File: src/rtl/mem_pkg.sv
// mem_pkg: shared definitions for the MEM pipeline stage.
//   - Opcode constants for the byte/half/word load/store instructions.
//   - Access FSM state type and access-size type.
//   - Helpers that decode access size and load sign from an opcode.
package mem_pkg;

  localparam logic [5:0] OP_LB  = 6'h20;
  localparam logic [5:0] OP_LH  = 6'h21;
  localparam logic [5:0] OP_LW  = 6'h23;
  localparam logic [5:0] OP_LBU = 6'h24;
  localparam logic [5:0] OP_LHU = 6'h25;
  localparam logic [5:0] OP_SB  = 6'h28;
  localparam logic [5:0] OP_SH  = 6'h29;
  localparam logic [5:0] OP_SW  = 6'h2B;

  typedef enum logic {
    S_IDLE,
    S_BUSY
  } state_t;

  typedef enum logic [1:0] {
    SZ_B,
    SZ_H,
    SZ_W
  } size_t;

  // Unknown opcodes fall back to word size.
  function automatic size_t op_size(input logic [5:0] op);
    size_t sz;
    case (op)
      OP_LB, OP_LBU, OP_SB: sz = SZ_B;
      OP_LH, OP_LHU, OP_SH: sz = SZ_H;
      default:              sz = SZ_W;
    endcase
    return sz;
  endfunction

  function automatic logic op_signed(input logic [5:0] op);
    return (op == OP_LB) || (op == OP_LH);
  endfunction

endpackage

File: src/rtl/mem_lane_align.sv
// mem_lane_align: combinational byte-lane steering for the MEM stage.
//   op_i          opcode (selects size and load sign)
//   addr_lo_i     effective address bits [1:0]
//   st_data_i     store data before replication
//   rdata_i       memory read word
//   be_o          byte enables, bit i = lane i (little-endian)
//   wdata_o       lane-replicated store data
//   load_data_o   extracted, sign/zero-extended load value
//   misaligned_o  access not naturally aligned for its size
module mem_lane_align
  import mem_pkg::*;
(
  input  logic [5:0]  op_i,
  input  logic [1:0]  addr_lo_i,
  input  logic [31:0] st_data_i,
  input  logic [31:0] rdata_i,
  output logic [3:0]  be_o,
  output logic [31:0] wdata_o,
  output logic [31:0] load_data_o,
  output logic        misaligned_o
);

  size_t       sz;
  logic        sext;
  logic [7:0]  byte_sel;
  logic [15:0] half_sel;

  always_comb begin
    sz       = op_size(op_i);
    sext     = op_signed(op_i);
    byte_sel = rdata_i[{addr_lo_i, 3'b000} +: 8];
    half_sel = addr_lo_i[1] ? rdata_i[31:16] : rdata_i[15:0];

    be_o         = '1;
    wdata_o      = st_data_i;
    load_data_o  = rdata_i;
    misaligned_o = 1'b0;

    case (sz)
      SZ_B: begin
        be_o        = 4'b0001 << addr_lo_i;
        wdata_o     = {4{st_data_i[7:0]}};
        load_data_o = {{24{sext & byte_sel[7]}}, byte_sel};
      end
      SZ_H: begin
        be_o         = addr_lo_i[1] ? 4'b1100 : 4'b0011;
        wdata_o      = {2{st_data_i[15:0]}};
        load_data_o  = {{16{sext & half_sel[15]}}, half_sel};
        misaligned_o = addr_lo_i[0];
      end
      default: begin
        misaligned_o = |addr_lo_i;
      end
    endcase
  end

endmodule

File: src/rtl/mem_access_stage.sv
// mem_access_stage: MEM pipeline stage between the EXE/MEM and MEM/WB
// registers. Issues loads/stores over a req/ack data-memory port, stalls
// upstream while an access is outstanding, aborts after TIMEOUT wait
// cycles, and registers the write-back bundle.
//   clk, rst             clock; asynchronous active-low reset
//   MEM_*                instruction bundle from EXE/MEM (held while stall=1)
//   dm_rdata, dm_ack     memory response
//   dm_req, dm_we, dm_addr, dm_be, dm_wdata   memory request
//   stall                freeze upstream pipeline registers
//   WB_*                 registered write-back bundle
//   mem_exc, bus_err     registered 1-cycle misalignment / timeout pulses
module mem_access_stage
  import mem_pkg::*;
#(
  parameter int unsigned TIMEOUT = 16,
  parameter int unsigned CNT_W   = 5
) (
  input  logic        clk,
  input  logic        rst,
  input  logic        MEM_RegW,
  input  logic        MEM_RegW_Src,
  input  logic        MEM_MemW,
  input  logic [4:0]  MEM_WBdst,
  input  logic [5:0]  MEM_instrOp,
  input  logic [31:0] MEM_Alu_C,
  input  logic [31:0] MEM_RegFileA,
  input  logic [31:0] MEM_RegFileB,
  input  logic        MEM_MEMW_src,
  input  logic [31:0] dm_rdata,
  input  logic        dm_ack,
  output logic        dm_req,
  output logic        dm_we,
  output logic [31:0] dm_addr,
  output logic [3:0]  dm_be,
  output logic [31:0] dm_wdata,
  output logic        stall,
  output logic        WB_RegW,
  output logic [4:0]  WB_WBdst,
  output logic [31:0] WB_Data,
  output logic [5:0]  WB_instrOp,
  output logic        mem_exc,
  output logic        bus_err
);

  state_t           state_q, state_d;
  logic [CNT_W-1:0] cnt_q, cnt_d;

  logic        memop, acc_mis, timeout;
  logic [31:0] st_data;
  logic [3:0]  lane_be;
  logic [31:0] lane_wdata, lane_load;
  logic        lane_mis;

  logic        wb_regw_q, wb_regw_d;
  logic [4:0]  wb_dst_q, wb_dst_d;
  logic [31:0] wb_data_q, wb_data_d;
  logic [5:0]  wb_op_q, wb_op_d;
  logic        exc_q, exc_d;
  logic        berr_q, berr_d;

  assign st_data = MEM_MEMW_src ? MEM_RegFileA : MEM_RegFileB;

  mem_lane_align u_lane (
    .op_i         (MEM_instrOp),
    .addr_lo_i    (MEM_Alu_C[1:0]),
    .st_data_i    (st_data),
    .rdata_i      (dm_rdata),
    .be_o         (lane_be),
    .wdata_o      (lane_wdata),
    .load_data_o  (lane_load),
    .misaligned_o (lane_mis)
  );

  // Request/stall are combinational so a zero-wait ack retires the access
  // in the same cycle it is issued.
  always_comb begin
    memop   = MEM_MemW | MEM_RegW_Src;
    acc_mis = memop & lane_mis & (state_q == S_IDLE);
    dm_req  = rst & ((state_q == S_BUSY) | (memop & ~lane_mis));
    // Abort on the cycle that would be the TIMEOUT+1-th outstanding cycle:
    // the IDLE issue cycle plus TIMEOUT-1 BUSY cycles have already stalled.
    timeout = (state_q == S_BUSY) & ~dm_ack & (cnt_q == CNT_W'(TIMEOUT - 1));
    stall   = dm_req & ~dm_ack & ~timeout;

    dm_we    = dm_req & MEM_MemW;
    dm_be    = dm_req ? lane_be : '0;
    dm_addr  = {MEM_Alu_C[31:2], 2'b00};
    dm_wdata = lane_wdata;

    state_d = state_q;
    cnt_d   = cnt_q;
    case (state_q)
      S_IDLE: begin
        if (dm_req & ~dm_ack) begin
          state_d = S_BUSY;
          cnt_d   = '0;
        end
      end
      S_BUSY: begin
        if (dm_ack | timeout) state_d = S_IDLE;
        else                  cnt_d   = cnt_q + CNT_W'(1);
      end
      default: state_d = S_IDLE;
    endcase
  end

  // Stall, misalignment and timeout all retire as a bubble with the
  // previous WB payload held.
  always_comb begin
    wb_regw_d = 1'b0;
    wb_dst_d  = wb_dst_q;
    wb_data_d = wb_data_q;
    wb_op_d   = wb_op_q;
    exc_d     = acc_mis;
    berr_d    = timeout;
    if (!(stall | acc_mis | timeout)) begin
      wb_regw_d = MEM_RegW;
      wb_dst_d  = MEM_WBdst;
      wb_op_d   = MEM_instrOp;
      wb_data_d = MEM_RegW_Src ? lane_load : MEM_Alu_C;
    end
  end

  always_ff @(posedge clk or negedge rst) begin
    if (!rst) begin
      state_q   <= S_IDLE;
      cnt_q     <= '0;
      wb_regw_q <= 1'b0;
      wb_dst_q  <= '0;
      wb_data_q <= '0;
      wb_op_q   <= '0;
      exc_q     <= 1'b0;
      berr_q    <= 1'b0;
    end else begin
      state_q   <= state_d;
      cnt_q     <= cnt_d;
      wb_regw_q <= wb_regw_d;
      wb_dst_q  <= wb_dst_d;
      wb_data_q <= wb_data_d;
      wb_op_q   <= wb_op_d;
      exc_q     <= exc_d;
      berr_q    <= berr_d;
    end
  end

  assign WB_RegW    = wb_regw_q;
  assign WB_WBdst   = wb_dst_q;
  assign WB_Data    = wb_data_q;
  assign WB_instrOp = wb_op_q;
  assign mem_exc    = exc_q;
  assign bus_err    = berr_q;

endmodule

File: config.mk
export PLATFORM = sky130hd
export DESIGN_NAME = mem_access_stage
export DESIGN_NICKNAME = d
export VERILOG_FILES = /design/src/rtl/mem_pkg.sv /design/src/rtl/mem_lane_align.sv /design/src/rtl/mem_access_stage.sv
export SDC_FILE = /design/constraint.sdc
export NUM_CORES = 1
export LEC_CHECK = 0
export CAP_MARGIN = 20
export CELL_PAD_IN_SITES_DETAIL_PLACEMENT = 0
export CELL_PAD_IN_SITES_GLOBAL_PLACEMENT = 1
export CORE_MARGIN = 2
export CORE_UTILIZATION = 25
export CTS_CLUSTER_SIZE = 10
export DETAILED_ROUTE_END_ITERATION = 10
export PLACE_DENSITY = 0.81
export REMOVE_ABC_BUFFERS = 1
export SLEW_MARGIN = 0
export SYNTH_ARGS = -nofsm -noshare
export SYNTH_HDL_FRONTEND = slang
export SYNTH_SLANG_ARGS = --single-unit
File: constraint.sdc
create_clock -name clk -period 3.4 [get_ports clk]
set_input_delay 0.85 -clock clk [delete_from_list [all_inputs] [get_ports clk]]
set_output_delay 0.85 -clock clk [all_outputs]
set_load 0.02 [all_outputs]
==> reports/results.ini <==
[run_status]
outcome=finished, final reports clean

[setup_path]
crit_type=primary input to output port
r2r_slack_ps=1150
reg2regPathDepth=7
slowest_delay_ps=520
cp_top_family=buffers and inverters
crit_path_end_kind=output port
cp_cell_sequence=clkdlybuf4s50_1, buf_4, buf_12, nor2_1, a21oi_1, nor2_1, a21oi_1, dlygate4sd2_1
rr_endpoint=WB_Data[25]$_DFFE_PN0N_
worstPathArrival_ps=2500
required_ps=2550
start_kind=primary input
r2r_start=cnt_q[0]$_DFFE_PN0P_
endpoint=dm_wdata[24]
cp_num_cells=8
slowest_stage=clkdlybuf4s50_1
critPathMaxFanout=17
startpoint=MEM_instrOp[0]
crit_buf_inv=4

[synth]
ys.flop_type=dfrtp_1
synth-edff-count=0
syn_avg_cell_area_um2=8.802
ys_types=47
syn-instance-count=459
synth_seq_area_share_pct=32.21
synthArstFlopShare_pct=100.0
ys_ff_latch=52
ys_warn_count=0
synth_area_mm2=0.004040

[run]
maxCapViolCount=0

[clock_tree]
ctsRootBufferMaster=clkbuf_16
h-tree-depth=2
numClockSinks=52
clkLatencyLatePin_ps=300
cts_tree=done
cts_buffers=5
cts_hold_buffers=0
clockBufferDepth=2
clk_pin_slew_worst_paths_ps=80

[drt]
drc=0
wl_um=17250
first_iter_violations=169
drtPass1Iterations=4
postRouteAntennaNets=0
wl_per_cell_um=18.75
vias=4329
viasPerCell=4.705

[grt]
grt_usage_pct=19.73
grt_pass1_wl_um=26630
use_met2_pct=34.59
grt.busiest_layer=met2
grtUsageMet1_pct=24.19
use_met3_pct=5.594
antenna_found_initial=0
grt_pass1_vias=4596
grt_max_degree=53
overflow=0

[final_layout]
final_common_cell=clkdlybuf4s50_1
final_cells=920
design_area_mm2=0.007102
antennaDiodeCount=0
post-route-util_pct=44.87
nets=851
seqCellArea_mm2=0.001301
multi_input_area_mm2=0.002331
area_delta_synth_final_pct=75.78
nFillCells=1519
drive_above_1_share_pct=16.19
final_cell_mix=clkdlybuf4s50_1 (220), dfrtp_1 (52), nor2_1 (48)

[die]
fp.dieArea_mm2=0.01719
die_x_um=131.1
io_pins=263
start_util_pct=25.53
std_cell_rows=46
design.core.area_mm2=0.01583
die_h_um=131.1

[timing]
period_minus_slack_ps=3347
final.period_utilization_pct=98.43
slew_violations=0
rsz0062_at_grt=false
relSlewSlack_pct=52.67
finalSetupViolCount=0
fin_worst_skew_ps=11.80
max_slew.worst_pin.slew_ps=710.0
max_freq_mhz=298.8
fin_tns_setup_ps=0
finalHoldViolCount=0

[placement]
hpwl_um=13040
gp_congestion=0.8970
dp_cells=904
portBuffers=260
postPlaceCellArea_mm2=0.006854

[power]
irDropWorstVdd_v=0.0002363
total_power_w=0.002617
power_leakage_nw=3.071
p_per_area_mw_per_mm2=368.5

[worst_hold_path]
min_path_type=flop to flop

[logic make-up (layout without fill, tap and decap cells)]
group	after synthesis	after routing	synth area share, %
muxes	93	93	24.96
and+or+nand+nor	119	119	13.13
buffers and inverters	85	329	12.02
AOI/OAI and AO/OA	107	107	16.97
DFF	52	52	32.21
adders and majority gates	2	2	0.6193
other	1	2	0.09282
[cells in the mapped netlist (2+ instances only)]
master | count | area share (%)
a21oi_1 | 44 | 5.5
a22o_1 | 6 | 1.3
a22oi_1 | 2 | 0.37
a2bb2oi_1 | 7 | 1.5
and2_1 | 10 | 1.5
buf_2 | 13 | 1.6
buf_4 | 32 | 5.9
buf_6 | 4 | 1.1
clkbuf_1 | 20 | 1.9
dfrtp_1 | 52 | 32
ha_1 | 2 | 0.62
inv_1 | 16 | 1.5
mux2_1 | 27 | 7.5
mux2_2 | 25 | 7.0
mux2i_1 | 40 | 9.9
nand2_1 | 39 | 3.6
nand2b_1 | 2 | 0.31
nor2_1 | 50 | 4.6
nor2b_1 | 6 | 0.93
nor3_1 | 2 | 0.25
o21ai_0 | 26 | 3.2
o221ai_1 | 6 | 1.3
o31ai_1 | 2 | 0.37
o32ai_1 | 3 | 0.65
[where the power goes]
group          switching, W  total, W  internal, W
clock              0.000256  0.000608     0.000352
combinational      0.000568   0.00119     0.000627
sequential        0.0000753  0.000815     0.000740
[stage by stage]
step	hold WS, ps	setup slack (ps)
after floorplan	487.3	-173.7
after global placement	473.9	-580.6
after detailed placement	483.5	-565.9
after CTS	502.7	5.449
after global routing	515.3	3.933
final	497.2	53.23
[final cells by class]
class | count | share of cell area, %
inverter | 16 | 0.8457
multi-input combinational | 323 | 32.82
sequential | 52 | 18.32
clock buffer | 6 | 1.815
tap | 216 | 3.805
timing repair buffer | 305 | 41.84
clock inverter | 2 | 0.5462
[sequential cells by signal, indices dropped and copies added (netlist names)]
name / flops
bus_err: 1
WB_WBdst: 5
state_q: 1
WB_instrOp: 6
WB_RegW: 1
WB_Data: 32
mem_exc: 1
cnt_q: 5
[worst min-delay path by stage]
stage                                    to  depth (start not counted)                    start
floorplan              cnt_q[4]$_DFFE_PN0P_                          1     cnt_q[4]$_DFFE_PN0P_
global placement    WB_WBdst[2]$_DFFE_PN0N_                          1  WB_WBdst[2]$_DFFE_PN0N_
finish              WB_WBdst[2]$_DFFE_PN0N_                          1  WB_WBdst[2]$_DFFE_PN0N_
CTS                 WB_WBdst[2]$_DFFE_PN0N_                          1  WB_WBdst[2]$_DFFE_PN0N_
global route        WB_Data[11]$_DFFE_PN0N_                          1  WB_Data[11]$_DFFE_PN0N_
detailed placement   WB_Data[6]$_DFFE_PN0N_                          1   WB_Data[6]$_DFFE_PN0N_
[worst register-to-register path, delay by kind of cell, from the launching register on]
kind            cells  cell delay, ps
fa+ha+maj           2             520
compound gates      1             150
flops               1             410
simple gates        2             370
mux                 1             370
buf+inv             1             290
[metal layers]
metal  wire length [um]  vias to the layer above
met2               8395                      224
li1                   -                     2059
met5                  0                        -
met4                254                        0
met3               1421                       14
met1               7180                     2032
[timing repair]
item                                   CTS  global route
endpoints found under the hold margin    0             0
setup endpoints to repair               31            17
pin swaps                                4             2
gates resized for setup                 82            24
buffers inserted                         8             0
Note: power is estimated with default switching activity, not from simulation.
